==> src/rtl/ir_pulse_capture.sv <==
// IR pulse capture: synchronizer, prescaled hysteresis filter, pulse duration
// counter and a first-word-fall-through token FIFO of {level, duration}.
module ir_pulse_capture #(
   parameter int unsigned PSIZE = 20,
   parameter int unsigned FSIZE = 3,
   parameter int unsigned DSIZE = 16,
   parameter int unsigned DEPTH = 4
) (
   input  logic                   clk,
   input  logic                   rst_n,
   input  logic                   enable,
   input  logic                   polarity,
   input  logic [PSIZE-1:0]       prescaler,
   input  logic                   ir_in,
   output logic                   ir_filtered,
   output logic                   pulse_valid,
   input  logic                   pulse_ready,
   output logic                   pulse_level,
   output logic [DSIZE-1:0]       pulse_duration,
   output logic                   overflow,
   output logic [$clog2(DEPTH):0] fifo_level
);

   localparam int unsigned AW = $clog2(DEPTH);
   localparam int unsigned LW = AW + 1;
   localparam int unsigned TW = DSIZE + 1;
   localparam logic [FSIZE-1:0] FMAX = {FSIZE{1'b1}};
   localparam logic [DSIZE-1:0] DMAX = {DSIZE{1'b1}};
   localparam logic [LW-1:0]    FULL = LW'(DEPTH);

   // Two-flop synchronizer; keeps running while disabled
   logic sync1;
   logic sync2;
   logic sample_c;

   always_ff @(posedge clk or negedge rst_n) begin
      if (!rst_n) begin
         sync1 <= 1'b0;
         sync2 <= 1'b0;
      end else begin
         sync1 <= ir_in;
         sync2 <= sync1;
      end
   end

   assign sample_c = sync2 ^ polarity;

   // Tick prescaler; a reduced prescaler value wraps the count immediately
   logic [PSIZE-1:0] pcnt;
   logic             tick_c;

   assign tick_c = enable && (pcnt == prescaler);

   always_ff @(posedge clk or negedge rst_n) begin
      if (!rst_n) begin
         pcnt <= '0;
      end else if (!enable || (pcnt >= prescaler)) begin
         pcnt <= '0;
      end else begin
         pcnt <= pcnt + PSIZE'(1);
      end
   end

   // Hysteresis filter and duration counter next-state
   logic [FSIZE-1:0] fcnt;
   logic [FSIZE-1:0] fcnt_nxt_c;
   logic [DSIZE-1:0] dcnt;
   logic [DSIZE-1:0] dcnt_nxt_c;
   logic             filt_nxt_c;
   logic             edge_c;
   logic             timeout_c;
   logic             push_c;
   logic [TW-1:0]    token_c;

   always_comb begin
      fcnt_nxt_c = fcnt;
      filt_nxt_c = ir_filtered;
      dcnt_nxt_c = dcnt;
      edge_c     = 1'b0;
      timeout_c  = 1'b0;
      if (tick_c) begin
         if (sample_c && (fcnt != FMAX)) begin
            fcnt_nxt_c = fcnt + FSIZE'(1);
         end else if (!sample_c && (fcnt != '0)) begin
            fcnt_nxt_c = fcnt - FSIZE'(1);
         end
         if (fcnt_nxt_c == FMAX) begin
            filt_nxt_c = 1'b1;
         end else if (fcnt_nxt_c == '0) begin
            filt_nxt_c = 1'b0;
         end
         edge_c = (filt_nxt_c != ir_filtered);
         if (edge_c) begin
            dcnt_nxt_c = DSIZE'(1);
         end else if (dcnt != DMAX) begin
            dcnt_nxt_c = dcnt + DSIZE'(1);
            // Saturation is reached only once per pulse, so this fires once
            timeout_c  = (dcnt == (DMAX - DSIZE'(1)));
         end
      end
   end

   assign push_c  = edge_c || timeout_c;
   assign token_c = edge_c ? {ir_filtered, dcnt} : {ir_filtered, DMAX};

   always_ff @(posedge clk or negedge rst_n) begin
      if (!rst_n) begin
         fcnt        <= '0;
         dcnt        <= '0;
         ir_filtered <= 1'b0;
      end else if (!enable) begin
         fcnt        <= '0;
         dcnt        <= '0;
         ir_filtered <= 1'b0;
      end else begin
         fcnt        <= fcnt_nxt_c;
         dcnt        <= dcnt_nxt_c;
         ir_filtered <= filt_nxt_c;
      end
   end

   // Token FIFO control; head is precomputed so outputs come straight from flops
   logic [TW-1:0] mem [DEPTH];
   logic [AW-1:0] rd_ptr;
   logic [AW-1:0] wr_ptr;
   logic [AW-1:0] rd_nxt_c;
   logic          full_c;
   logic          pop_c;
   logic          wr_c;
   logic          drop_c;
   logic [LW-1:0] level_nxt_c;
   logic [TW-1:0] head_nxt_c;

   always_comb begin
      full_c      = (fifo_level == FULL);
      pop_c       = pulse_valid && pulse_ready;
      wr_c        = push_c && (!full_c || pop_c);
      drop_c      = push_c && full_c && !pop_c;
      rd_nxt_c    = pop_c ? (rd_ptr + AW'(1)) : rd_ptr;
      level_nxt_c = fifo_level;
      if (wr_c && !pop_c) begin
         level_nxt_c = fifo_level + LW'(1);
      end else if (!wr_c && pop_c) begin
         level_nxt_c = fifo_level - LW'(1);
      end
      // A token written this cycle becomes head only if it lands in an empty queue
      if (level_nxt_c == '0) begin
         head_nxt_c = '0;
      end else if (wr_c && (rd_nxt_c == wr_ptr)) begin
         head_nxt_c = token_c;
      end else begin
         head_nxt_c = mem[rd_nxt_c];
      end
   end

   always_ff @(posedge clk or negedge rst_n) begin
      if (!rst_n) begin
         for (int i = 0; i < int'(DEPTH); i++) begin
            mem[i] <= '0;
         end
      end else if (wr_c) begin
         mem[wr_ptr] <= token_c;
      end
   end

   always_ff @(posedge clk or negedge rst_n) begin
      if (!rst_n) begin
         rd_ptr         <= '0;
         wr_ptr         <= '0;
         fifo_level     <= '0;
         pulse_valid    <= 1'b0;
         pulse_level    <= 1'b0;
         pulse_duration <= '0;
         overflow       <= 1'b0;
      end else if (!enable) begin
         rd_ptr         <= '0;
         wr_ptr         <= '0;
         fifo_level     <= '0;
         pulse_valid    <= 1'b0;
         pulse_level    <= 1'b0;
         pulse_duration <= '0;
         overflow       <= 1'b0;
      end else begin
         rd_ptr                        <= rd_nxt_c;
         wr_ptr                        <= wr_c ? (wr_ptr + AW'(1)) : wr_ptr;
         fifo_level                    <= level_nxt_c;
         pulse_valid                   <= (level_nxt_c != '0);
         {pulse_level, pulse_duration} <= head_nxt_c;
         overflow                      <= drop_c;
      end
   end

endmodule
==> config.mk <==
export PLATFORM = sky130hd
export DESIGN_NAME = ir_pulse_capture
export DESIGN_NICKNAME = d
export VERILOG_FILES = /design/src/rtl/ir_pulse_capture.sv
export SDC_FILE = /design/constraint.sdc
export NUM_CORES = 1
export LEC_CHECK = 0
export BUFFER_PORTS_ARGS = -buffer_cell sky130_fd_sc_hd__buf_2
export CAP_MARGIN = 10
export CORE_MARGIN = 10
export CORE_UTILIZATION = 45
export DETAILED_ROUTE_END_ITERATION = 12
export HOLD_SLACK_MARGIN = 0.06
export SKIP_CTS_REPAIR_TIMING = 1
export SYNTH_ARGS = -nofsm -noshare
export SYNTH_HDL_FRONTEND = slang
export SYNTH_SLANG_ARGS = --single-unit
==> constraint.sdc <==
create_clock -name clk -period 5.4 [get_ports clk]
set_clock_uncertainty 0.05 [all_clocks]
set_input_delay 0 -clock clk [delete_from_list [all_inputs] [get_ports clk]]
set_output_delay 0 -clock clk [all_outputs]
set_load 0.1 [all_outputs]
Word-level counts from Yosys, hierarchy flattened
Index checks and enable logic that the tools add are counted.
{"block": "op_classes", "addsub": 8, "order_cmp": 4, "eq_ne": 11, "mux": 39, "bitwise": 3, "n_reduce_logical": 24}
{"cell": "16-bit 2-to-1 mux", "n": 6}
{"cell": "17-bit 2-to-1 mux", "n": 5}
{"cell": "68-bit bitwise mux", "n": 1}
{"cell": "17-bit binary-select mux with 2-bit select", "n": 1}
{"cell": "17-bit demux with 2-bit select", "n": 1}
{"cell": "3-bit 2-to-1 mux", "n": 8}
{"cell": "20-bit by 1-bit adder with 20-bit output, second input constant", "n": 1}
{"cell": "20-bit == test", "n": 1}
{"cell": "20-bit greater-or-equal comparator", "n": 1}
{"cell": "20-bit 2-to-1 mux", "n": 1}
{"cell": "16-bit by 1-bit adder with 16-bit output, second input constant", "n": 1}
{"cell": "16-bit == test, second input constant", "n": 1}
{"cell": "16-bit inequality test, second input constant", "n": 1}
{"cell": "1-bit 2-to-1 mux", "n": 12}
{"cell": "1-bit logical AND", "n": 11}
{"cell": "2-bit 2-to-1 mux", "n": 4}
{"cell": "3-bit by 1-bit adder with 3-bit output, second input constant", "n": 2}
{"cell": "3-bit == test, second input constant", "n": 2}
{"cell": "3-bit greater-or-equal comparator, second input constant", "n": 2}
{"cell": "3-bit logical NOT", "n": 2}
{"cell": "2-bit NOT with 3-bit output", "n": 2}
{"cell": "3-bit nonzero test", "n": 2}
{"cell": "3-bit by 1-bit subtractor with 3-bit output, second input constant", "n": 2}
{"cell": "1-bit logical NOT", "n": 5}
{"cell": "other kinds (10)", "n": 14}
{"block": "word_totals", "ff_bits": 136, "input_bits": 26, "out_inout_bits": 23, "wordCells": 106}

Logic depth before layout (Yosys ltp)
Gate-level depths: netlist (run 1).
{"block": "depth", "ltp_word": 22, "ltp_mapped": 14, "mapped_depth_nobuf": 10}

Least setup slack after synthesis (run 1)
Ideal clock, no wire load.
{"block": "synth_timing", "path_kind": "register -> register", "start": "register pulse_valid", "end": "register pulse_duration[6]", "setup_time_ps": 141, "arrival_ps": 3307, "t_required_ps": 5209, "setup_slack_ps": 1902, "path_stages_with_launch": 12, "n_path_buf": 3, "synth_period_minus_slack_ps": 3498, "path_cell_list": "dfrtp_1 -> and2_1 -> clkbuf_1 -> nand2_1 -> xor2_1 -> xnor2_1 -> nand2_1 -> or3_4 -> buf_6 -> buf_6 -> o311ai_1 -> a21oi_1"}
{"block": "synth_via", "elab_chain_cells": 10, "elab_cells_between_ends": 20, "cone_classes": "1 x eq/ne; 9 x mux; 1 x bitwise; 9 x reduce/logical"}
{"element": "from (decl)", "line_no": "16", "text": "output logic pulse_valid,"}
{"element": "from (signal assigned)", "line_no": "187", "text": "pulse_valid <= (level_nxt_c != '0);"}
{"element": "1-bit logical AND (*)", "line_no": "136", "text": "pop_c = pulse_valid && pulse_ready;"}
{"element": "parallel branches: the longest is 7 deep, another holds 17-bit binary-select mux with 2-bit select"}
{"element": "17-bit 2-to-1 mux (*)", "line_no": "147", "text": "if (level_nxt_c == '0) begin"}
{"element": "16-bit 2-to-1 mux (*)", "line_no": "175", "text": "end else if (!enable) begin"}
{"element": "to (signal assigned)", "line_no": "188", "text": "{pulse_level, pulse_duration} <= head_nxt_c;"}
{"element": "to (decl)", "line_no": "19", "text": "output logic [DSIZE-1:0] pulse_duration,"}
Mark *: on every way between the ends. The select of a mux whose other input is x is not followed.
A chain may end at the register's enable or synchronous reset.

Final worst setup path (run 1)
{"block": "layout_timing", "start": "register sync2", "end": "register pulse_duration[4]"}
{"block": "layout_via", "elab_chain_cells": 22, "elab_cells_between_ends": 29, "cone_classes": "2 x eq/ne; 15 x mux; 1 x bitwise; 11 x reduce/logical"}
{"element": "from (decl)", "line_no": "33", "text": "logic sync2;"}
{"element": "from (signal assigned)", "line_no": "42", "text": "sync2 <= sync1;"}
{"element": "1-bit XOR (*)", "line_no": "46", "text": "assign sample_c = sync2 ^ polarity;"}
{"element": "1-bit logical NOT", "line_no": "84", "text": "end else if (!sample_c && (fcnt != '0)) begin"}
{"element": "1-bit logical AND", "line_no": "84"}
{"element": "3-bit 2-to-1 mux", "line_no": "84"}
{"element": "3-bit 2-to-1 mux (*)", "line_no": "82", "text": "if (sample_c && (fcnt != FMAX)) begin"}
{"element": "3-bit 2-to-1 mux (*)", "line_no": "81", "text": "if (tick_c) begin"}
{"element": "3-bit logical NOT", "line_no": "89", "text": "end else if (fcnt_nxt_c == '0) begin"}
{"element": "1-bit 2-to-1 mux", "line_no": "89"}
{"element": "(+6 left out)"}
{"element": "1-bit logical AND", "line_no": "137", "text": "wr_c = push_c && (!full_c || pop_c);"}
{"element": "1-bit logical NOT", "line_no": "143", "text": "end else if (!wr_c && pop_c) begin"}
{"element": "1-bit logical AND", "line_no": "143"}
{"element": "3-bit 2-to-1 mux", "line_no": "143"}
{"element": "3-bit 2-to-1 mux", "line_no": "141", "text": "if (wr_c && !pop_c) begin"}
{"element": "3-bit logical NOT", "line_no": "147"}
{"element": "17-bit 2-to-1 mux (*)", "line_no": "147"}
{"element": "16-bit 2-to-1 mux (*)", "line_no": "175"}
Mark *: on every way between the ends. The rest lies on a longest branch, timed or not. The select of a mux whose other input is x is not followed.

==> results.md, run 1 <==
- The kind of end point of the critical path is a flop.
- Power comes to 0.002581 W.
- The number of nets in the finished design is 855.
- The total area inside the core boundary comes to 0.01589 mm^2.
- The placed wire-length estimate is 12.88 mm.
- In this run, the number of DRC markers left after iteration 0 of detailed routing was 374.
- The number of endpoints with negative hold slack in the final report came to 0.
- The horizontal extent of the die is 147.5 um.
- The die outline height is 147.5 um.
- The number of vias after detailed routing is 5726.
- For this configuration, the core starts out at a cell density of 46.04%.
- The overall overflow remaining after global route is 0.
- TritonCTS built the clock tree.
- The portion of the clock cycle consumed by the worst path in the final layout is 78.65%.
- The number of top-level pins is 49.
- Global routing used 17.28% of the available tracks.
- The leakage power is 3.930 nW.
- The via count of the first global-routing pass came to 5902.
- The die outline area is 0.02175 mm^2.
- The tree built by TritonCTS fans out to 136 sinks.
- Once layout is complete, the utilization of the core stands at 53.06%.
- The warning count from the yosys run is 0.
- Dividing total power by cell area gives a power density of 306.2 mW/mm^2.
- The shortest period the worst path allows is 4.247 ns.
- The count of mapped cells out of synthesis is 755.
- After synthesis, the largest area contributor takes up 46.54% of total cell area.
- Entering global routing, the biggest net connects 89 pins.
- The vias per cell is 5.592.
- The normalized max-slew margin is 29.15%.
- The number of setup violations in the final report is 0.
- The share of layout cells above drive strength 1 is 14.85%.
- The master cell of the clock root buffer is sky130_fd_sc_hd__clkbuf_16.
- Port buffering added 48 buffers.
- After synthesis, the share of flip-flops with an asynchronous set or reset is 100.0%.
- The dominant synthesized flop cell is sky130_fd_sc_hd__dfrtp_1.
- For this run, the top clock speed supported by timing is 0.2354 GHz.
- The flow ran to the end, and the final reports show no timing, DRC or antenna violations.
- The final hold slack is 0.08064 ns.
- The final weighted congestion in routability-driven placement is 0.9008.
- Clock-pin slew was measured on the worst setup and hold paths at 0.06 ns.
- The mean instance size in the synthesized netlist is 9.686 um^2.
- The number of standard-cell rows in the floorplan is 46.
- The number of flops mapped to enable cells by yosys is 0.
- Summed over all layers, the routed wires come to 18.58 mm.
- The number of synthesized register bits is 136.
- The clock latency at the later pin of the worst-skew pair is 0.42 ns.
- The number of clock buffers added by TritonCTS is 17.
- The detail route stage leaves a number of antenna-violating nets equal to 0.
- Setup repair after global routing left no endpoint under its margin.
- The worst endpoint required time is 5.60 ns.
- Yosys attributes the largest share of cell area to sky130_fd_sc_hd__dfrtp_1 (47%), sky130_fd_sc_hd__ha_1 (5.8%), sky130_fd_sc_hd__mux4_2 (5.2%).
- The post-synthesis net count is 815.
- The largest area contributor in the synthesized netlist is sky130_fd_sc_hd__dfrtp_1.
- The post-detailed-route DRC marker count is 0.
- Setup total negative slack on the finished layout was measured at 0 ns.
- OpenSTA, run right after detailed placement, puts the worst setup slack at 1.239 ns.
- The pin slew with the least headroom to its limit is 1.060 ns.
- In the final routed layout, each cell accounts on average for 18.14 um.
- From synthesis to final layout, the design area changed by 15.26%.
- The final max-slew violation count is 0.
- The maximum vdd ir drop is 0.2113 mV.
- The buffer depth of the longest clock path is 2.
- The first global-routing pass estimated 30.53 mm of wire.
- Counting distinct cell types in the post-synthesis netlist gives 51.
- The signal arrival time at the worst endpoint is 4.45 ns.
- STA classifies the critical path startpoint as a flop.
- The count of TritonRoute iterations in the first routing pass is 4.
- The smallest setup slack after layout is 1.153 ns.
- The critical path in this run is classified as reg -> reg.
- The sequential fraction of the synthesis area is 46.54%.
- The tool flagged a number of max-cap violations equal to 0.
- The cell area that synthesis handed to floorplanning was 0.007313 mm^2.
- In this run the worst hold path is classified as in -> reg.
- The initial antenna violation count is 0.
- Along the worst path, the maximum fanout reaches 19.
- The depth of the CTS H-tree is 4.
- The number of diodes is 0.
kinds of logic (layout without fill, tap and decap cells):
logic type / after synthesis / after routing / share of synthesized area [%]
xor+xnor: 42 / 42 / 5.235
compound gates: 174 / 174 / 14.94
fa+ha+maj: 34 / 34 / 5.817
flops: 136 / 136 / 46.54
simple gates: 255 / 255 / 16.15
mux: 24 / 24 / 6.262
buf+inv: 90 / 143 / 5.064
placed cells by master, fill, tap and decap left out, types with 5 or more instances in the layout:
master / synthesis / routed
sky130_fd_sc_hd__clkbuf_16: 0 / 17
sky130_fd_sc_hd__o31ai_1: 16 / 16
sky130_fd_sc_hd__and2_1: 6 / 6
sky130_fd_sc_hd__inv_1: 50 / 50
sky130_fd_sc_hd__a211oi_1: 18 / 18
sky130_fd_sc_hd__nor2_1: 68 / 68
sky130_fd_sc_hd__o21ai_0: 70 / 69
sky130_fd_sc_hd__o311ai_1: 9 / 9
sky130_fd_sc_hd__mux4_2: 17 / 17
sky130_fd_sc_hd__buf_4: 2 / 11
sky130_fd_sc_hd__and3_1: 10 / 10
sky130_fd_sc_hd__dfrtp_1: 136 / 136
sky130_fd_sc_hd__nor4_1: 6 / 6
sky130_fd_sc_hd__xor2_1: 17 / 16
sky130_fd_sc_hd__o311ai_0: 7 / 7
sky130_fd_sc_hd__and4_1: 8 / 8
sky130_fd_sc_hd__bufinv_16: 0 / 5
sky130_fd_sc_hd__a21o_1: 6 / 6
sky130_fd_sc_hd__nand4_1: 16 / 16
sky130_fd_sc_hd__buf_2: 2 / 47
sky130_fd_sc_hd__a21oi_1: 31 / 31
sky130_fd_sc_hd__ha_1: 34 / 34
sky130_fd_sc_hd__nand3_1: 23 / 23
sky130_fd_sc_hd__xnor2_1: 23 / 23
sky130_fd_sc_hd__nand2_1: 98 / 98
worst paths after layout:
| kind | start | to | slack [ns] | cells past startpoint |
|---|---|---|---|---|
| min reg2reg | sync1 | sync2 | 0.29 | 0 |
| max | sync2 | pulse_duration[4] | 1.15 | 8 |
| min in group asynchronous | rst_n | mem[14] | 0.17 | 2 |
| max in group asynchronous | rst_n | dcnt[3] | 3.96 | 3 |
| max reg2reg | sync2 | pulse_duration[4] | 1.15 | 8 |
| min | pulse_ready | fifo_level[0] | 0.08 | 5 |
layout make-up:
class | instances | area (um^2)
fill | 1449 | 7456
multi-input combinational | 529 | 3560
sequential | 136 | 3403
clock buffer | 18 | 439.2
timing repair buffer | 61 | 349.1
tap | 216 | 270.3
clock inverter | 14 | 220.2
inverter | 50 | 187.7
sequential cells by signal, indices dropped and copies added, names as in the netlist:
register,count
mem,68
pcnt,20
dcnt,16
pulse_duration,16
fcnt,3
fifo_level,3
rd_ptr,2
wr_ptr,2
ir_filtered,1
overflow,1
pulse_level,1
pulse_valid,1
sync1,1
sync2,1
worst max-delay path, cell delays in order, from the launching register on:
cell and delay [ns]:
sky130_fd_sc_hd__dfrtp_1 0.39, sky130_fd_sc_hd__xor2_1 0.58, sky130_fd_sc_hd__o22ai_1 0.24, sky130_fd_sc_hd__a211oi_1 0.48, sky130_fd_sc_hd__or3_1 0.30, sky130_fd_sc_hd__a31o_1 0.65, sky130_fd_sc_hd__nor2_1 0.20, sky130_fd_sc_hd__a2111oi_4 0.98
sky130_fd_sc_hd__a21oi_1 0.19
where the power goes:
group          leakage [nW]  internal, W  switching [W]
clock network         0.309     0.000834       0.000462
logic                  1.73    0.0000668       0.000178
registers              1.89      0.00103      0.0000120
total                  3.93      0.00193       0.000652
metrics by stage:
step	cell area [um^2]	instances
after floorplan	7313	755
after global placement	7750	990
after detailed placement	7750	990
after CTS	8409	1022
after global routing	8429	1024
final	8429	1024
synthesized netlist by cell type (4+ instances only):
cell type and instances:
sky130_fd_sc_hd__clkbuf_1 31, sky130_fd_sc_hd__nand2_1 98, sky130_fd_sc_hd__o31ai_1 16, sky130_fd_sc_hd__nand3_1 23, sky130_fd_sc_hd__inv_1 50, sky130_fd_sc_hd__o311ai_1 9
sky130_fd_sc_hd__mux4_2 17, sky130_fd_sc_hd__xor2_1 17, sky130_fd_sc_hd__xnor2_1 23, sky130_fd_sc_hd__and2_1 6, sky130_fd_sc_hd__ha_1 34, sky130_fd_sc_hd__mux2_2 4
sky130_fd_sc_hd__dfrtp_1 136, sky130_fd_sc_hd__a21o_1 6, sky130_fd_sc_hd__nand4_1 16, sky130_fd_sc_hd__and4_1 8, sky130_fd_sc_hd__nor4_1 6, sky130_fd_sc_hd__nor2_1 68
sky130_fd_sc_hd__a21oi_1 31, sky130_fd_sc_hd__o21ai_0 70, sky130_fd_sc_hd__and3_1 10, sky130_fd_sc_hd__nor2b_1 4, sky130_fd_sc_hd__o311ai_0 7, sky130_fd_sc_hd__a211oi_1 18
routing by layer:
| metal | track usage (%) | part of all wire (%) | vias up |
|---|---|---|---|
| met4 | 5.302 | 1.3 | 0 |
| met1 | 23.08 | 47 | 2817 |
| met5 | 0 | 0 | - |
| met2 | 27.10 | 47 | 140 |
| li1 | - | - | 2747 |
| met3 | 4.304 | 5.2 | 22 |
No activity file was read; power rests on OpenSTA's default activity.
==> run 2, diff against run 1 <==
--- a/config.mk
+++ b/config.mk
@@ -5,6 +5,7 @@
 export SDC_FILE = /design/constraint.sdc
 export NUM_CORES = 1
 export LEC_CHECK = 0
+export ABC_AREA = 1
 export BUFFER_PORTS_ARGS = -buffer_cell sky130_fd_sc_hd__buf_2
 export CAP_MARGIN = 10
 export CORE_MARGIN = 10
==> constraint.sdc (replaced) <==
create_clock -name clk -period 4.3 [get_ports clk]
set_clock_uncertainty 0.05 [all_clocks]
set_input_delay 0 -clock clk [delete_from_list [all_inputs] [get_ports clk]]
set_output_delay 0 -clock clk [all_outputs]
set_load 0.1 [all_outputs]
==> run 2 against run 1 <==
  * Wire length decreased by 9.6%
  * Via count is 1.9% higher
  * Global-route usage is 1.2 points lower
  * Synthesized cell count increased by 17%
  * Worst hold slack got worse by 0.046 ns
  * Critical path depth grew 6
  * Largest power group is now registers
==> results.md, run 2 <==
- The initial antenna violation count is 0 (unchanged).
- The leakage power came to 4.065 nW (was 3.930 nW).
- The post-detailed-route DRC marker count is 0 (unchanged).
- The count of TritonRoute iterations in the first routing pass is 5 (was 4).
- The maximum vdd ir drop is 0.3396 mV (was 0.2113 mV).
- The mean instance size in the synthesized netlist is 8.395 um^2 (was 9.686 um^2).
- The flip-flop count of the largest register, all copies and words added came to 68 (unchanged).
- The top cell type's share of synthesized area is 45.96% (was 46.54%).
- The final max-slew violation count is 0 (unchanged).
- The portion of the clock cycle consumed by the worst path in the final layout is 69.23% (was 78.65%).
- The number of synthesized register bits is 136 (unchanged).
- The sequential fraction of the synthesis area is 45.96% (was 46.54%).
- The number of nets in the finished design came to 985 (was 855).
- The initial cell density of the core is 46.28% (was 46.04%).
- The clock-pin slew on the worst setup and hold paths is 0.06 ns (about the same).
- The warning count from the yosys run is 0 (unchanged).
- Result of the run: complete, no violations (unchanged).
- The largest area contributor in the synthesized netlist is sky130_fd_sc_hd__dfrtp_1 (unchanged).
- The kind of end point of the critical path is a flop (unchanged).
- The TritonCTS buffer count is 17 (unchanged).
- The CTS tree is built (unchanged).
- The sort of element at the start of the critical path was a flop (unchanged).
- The power spent charging and discharging nets came to 0.001047 W (was 0.0006525 W).
- Main area contributors after synthesis: sky130_fd_sc_hd__dfrtp_1 (46%), sky130_fd_sc_hd__nand2_1 (8.5%), sky130_fd_sc_hd__nor2_1 (6.4%) (was sky130_fd_sc_hd__dfrtp_1 (47%), sky130_fd_sc_hd__ha_1 (5.8%), sky130_fd_sc_hd__mux4_2 (5.2%)).
- The critical-path maximum fanout is 34 (was 19).
- Ranking of synthesized cells by instance count: sky130_fd_sc_hd__nand2_1 (168), sky130_fd_sc_hd__dfrtp_1 (136), sky130_fd_sc_hd__nor2_1 (127) (was sky130_fd_sc_hd__dfrtp_1 (136), sky130_fd_sc_hd__nand2_1 (98), sky130_fd_sc_hd__o21ai_0 (70)).
- Registers with the most flip-flops: mem: 68 flops, pcnt: 20 flops (unchanged).
- The multiplexer fraction of the synthesized cell area is 0% (was 6.262%).
- The combined global-route utilization of all metal layers is 16.12% (was 17.28%).
- The final hold slack is 0.03507 ns (was 0.08064 ns).
- The post-synthesis adder-cell area fraction is 5.745% (was 5.817%).
- The pin slew with the least headroom to its limit is 0.9585 ns (was 1.060 ns).
- The type of the worst setup path was reg -> reg (unchanged).
- The number of flops mapped to enable cells by yosys was 0 (unchanged).
- The normalized max-slew margin is 36.10% (was 29.15%).
- The overall overflow remaining after global route is 0 (unchanged).
- The most common library cell in the layout ignoring fill and taps is sky130_fd_sc_hd__nand2_1 (was sky130_fd_sc_hd__dfrtp_1).
- The number of diodes came to 0 (unchanged).
- The number of vias after detailed routing is 5835 (was 5726).
- The multi-input combinational cell area is 0.003435 mm^2 (was 0.003560 mm^2).
- The shortest period the worst path allows is 2.977 ns (was 4.247 ns).
- The total power of the final layout is 0.003301 W (was 0.002581 W).
- The number of setup violations in the final report was 0 (unchanged).
- The worst endpoint required time is 4.53 ns (was 5.60 ns).
- The top achievable clock speed is 0.3359 GHz (was 0.2354 GHz).
- The area inside the core boundary is 0.01600 mm^2 (was 0.01589 mm^2).
- The area fraction in compound gates after synthesis is 14.40% (was 14.94%).
- The cell with the most instances after synthesis is sky130_fd_sc_hd__nand2_1 (was sky130_fd_sc_hd__dfrtp_1).
- The depth of the CTS H-tree is 4 (unchanged).
- The count of mapped cells out of synthesis is 882 (was 755).
- The dominant synthesized flop cell is sky130_fd_sc_hd__dfrtp_1 (unchanged).
- RSZ-0062 raised after global routing: false (unchanged).
- The internal power of the cells is 0.002254 W (was 0.001929 W).
- The vias per cell is 5.070 (was 5.592).
- The number of inserted filler cells in the final layout came to 1590 (was 1449).
- The register share of total power is 40.4% (was 40.3%).
- The number of top-level pins is 49 (unchanged).
- The detailed router's first-iteration violation count is 304 (was 374).
- The placed cell count is 1119 (was 990).
- The share of total power consumed by net switching is 31.72% (was 25.28%).
- The path type of the worst min-delay path is in -> reg (unchanged).
- The post-synthesis net count is 942 (was 815).
- The post-synthesis xor/xnor area fraction is 1.656% (was 5.235%).
- The clock sink count is 136 (unchanged).
- The placed wire-length estimate was 11.30 mm (was 12.88 mm).
- The clock latency at the later pin of the worst-skew pair was 0.42 ns (about the same).
- The first-pass GRT wire length is 29.20 mm (was 30.53 mm).
- The die outline area is 0.02199 mm^2 (was 0.02175 mm^2).
- The power density of the placed cells came to 399.8 mW/mm^2 (was 306.2 mW/mm^2).
- The total wirelength of the detailed-routed design was 16.80 mm (was 18.58 mm).
- The relative contribution of the clock network to total power is 39.5% (was 50.2%).
- The area taken by flip-flops and latches is 0.003403 mm^2 (unchanged).
- The total of buffers placed on input and output ports is 48 (unchanged).
- The setup slack on the worst flop-to-flop path came to 1.32 ns (was 1.15 ns).
- The buffer depth of the longest clock path is 2 (unchanged).
- The largest net degree at the start of global routing came to 103 (was 89).
- The number of endpoints with negative hold slack in the final report was 0 (unchanged).
- The signal arrival time at the worst endpoint came to 3.21 ns (was 4.45 ns).
- The filler-free cell count of the finished design is 1151 (was 1024).
- The end-of-flow core utilization is 51.60% (was 53.06%).
- The die outline height is 148.3 um (was 147.5 um).
- The setup TNS was 0 ns (unchanged).
- The routed wirelength normalized by instance count is 14.59 um (was 18.14 um).
- The via count of the first global-routing pass was 5738 (was 5902).
- The final weighted congestion in routability-driven placement is 0.8592 (was 0.9008).
- The register ranked first by flip-flop count is mem (unchanged).
- The synthesized cell area is 0.007405 mm^2 (was 0.007313 mm^2).
- The horizontal extent of the die is 148.3 um (was 147.5 um).
- The share of layout cells above drive strength 1 is 13.80% (was 14.85%).
- The total of max-cap violations was 0 (unchanged).
- The part of the total power dissipated in combinational logic is 20.1% (was 9.5%).
- The count of unique library cells instantiated by Yosys was 45 (was 51).
- The relative area change from synthesis to final layout is 11.51% (was 15.26%).
- Highest-count cells in the layout ignoring fill and taps: sky130_fd_sc_hd__nand2_1 (168), sky130_fd_sc_hd__dfrtp_1 (136), sky130_fd_sc_hd__nor2_1 (127), sky130_fd_sc_hd__inv_1 (82), sky130_fd_sc_hd__o21ai_1 (64) (was sky130_fd_sc_hd__dfrtp_1 (136), sky130_fd_sc_hd__nand2_1 (98), sky130_fd_sc_hd__o21ai_0 (69), sky130_fd_sc_hd__nor2_1 (68), sky130_fd_sc_hd__inv_1 (50)).
- The fraction of registers with async set or reset after synthesis is 100.0% (unchanged).
- The dominant combinational cell family by area after synthesis is simple AND/OR/NAND/NOR gates (unchanged).
- The post-synthesis share of cell area spent on and, or, nand and nor gates is 24.59% (was 16.15%).
- The master cell of the clock root buffer is sky130_fd_sc_hd__clkbuf_16 (unchanged).
- The number of standard-cell rows in the floorplan was 46 (unchanged).
- The number of nets with antenna violations after routing was 0 (unchanged).
-- run 2: cell types whose count changed after synthesis, moves of 13 or more --
cell | previous run | this run
sky130_fd_sc_hd__a211oi_1 | 18 | 1
sky130_fd_sc_hd__buf_6 | 3 | 16
sky130_fd_sc_hd__clkbuf_1 | 31 | 13
sky130_fd_sc_hd__inv_1 | 50 | 82
sky130_fd_sc_hd__mux4_2 | 17 | 0
sky130_fd_sc_hd__nand2_1 | 98 | 168
sky130_fd_sc_hd__nor2_1 | 68 | 127
sky130_fd_sc_hd__o211ai_1 | 0 | 17
sky130_fd_sc_hd__o21ai_0 | 70 | 55
sky130_fd_sc_hd__o21ai_1 | 0 | 64
sky130_fd_sc_hd__o31ai_1 | 16 | 1
sky130_fd_sc_hd__xnor2_1 | 23 | 3
-- run 2: power by group through the flow --
stage	logic [W]	clock network [W]	registers (W)
6_report	0.000665	0.00130	0.00133
3_5_place_dp	0.000670	0	0.00135
3_3_place_gp	0.000672	0	0.00136
2_1_floorplan	0.000310	0	0.00156
5_1_grt	0.000740	0.00139	0.00134
4_1_cts	0.000673	0.00133	0.00133
-- run 2: metrics by stage --
step,setup WS (ns),instance area [um^2]
after floorplan,1.528,7405
after global placement,1.318,7711
after detailed placement,1.311,7711
after CTS,1.276,8227
after global routing,1.016,8257
final,1.323,8257
-- run 2: path summary, 6_finish.rpt --
path | end | cells after the start | from
setup reg to reg | mem[16] | 14 | pcnt[14]
hold reg to reg | sync2 | 0 | sync1
max in group asynchronous | dcnt[5] | 3 | rst_n
hold / removal | fifo_level[2] | 6 | pulse_ready
setup / recovery | mem[16] | 14 | pcnt[14]
min in group asynchronous | pcnt[9] | 2 | rst_n
-- run 2: layer usage --
| layer | GRT usage (%) | share of wire (%) | vias to the layer above |
|---|---|---|---|
| li1 | - | - | 3007 |
| met1 | 22.85 | 52 | 2725 |
| met2 | 24.15 | 44 | 92 |
| met3 | 3.944 | 3.7 | 11 |
| met4 | 3.816 | 0.76 | 0 |
| met5 | 0 | 0 | - |
-- run 2: worst max-delay path, stage by stage, from the launching register on --
cell,delay [ns]
sky130_fd_sc_hd__dfrtp_1,0.45
sky130_fd_sc_hd__ha_1,0.30
sky130_fd_sc_hd__nand2_1,0.06
sky130_fd_sc_hd__nor2_1,0.20
sky130_fd_sc_hd__nand2_2,0.12
sky130_fd_sc_hd__nor3_2,0.12
sky130_fd_sc_hd__nand2_1,0.12
sky130_fd_sc_hd__nor2_4,0.17
sky130_fd_sc_hd__inv_1,0.16
sky130_fd_sc_hd__o41ai_4,0.36
sky130_fd_sc_hd__nand2_4,0.14
sky130_fd_sc_hd__inv_6,0.12
sky130_fd_sc_hd__nand2_4,0.24
sky130_fd_sc_hd__nand2_1,0.14
sky130_fd_sc_hd__o21ai_1,0.08
-- run 2: cells by family after synthesis --
| family | after synthesis |
|---|---|
| simple gates | 398 |
| buf+inv | 117 |
| compound gates | 183 |
| xor+xnor | 14 |
| fa+ha+maj | 34 |
| flops | 136 |
-- run 2: layout make-up --
cell class / instances / area share (%)
Sequential cell: 136 / 41.22
Multi-Input combinational cell: 629 / 41.60
Clock buffer: 25 / 6.001
Clock inverter: 4 / 0.2425
Tap cell: 216 / 3.273
Inverter: 87 / 4.046
Timing Repair Buffer: 54 / 3.622
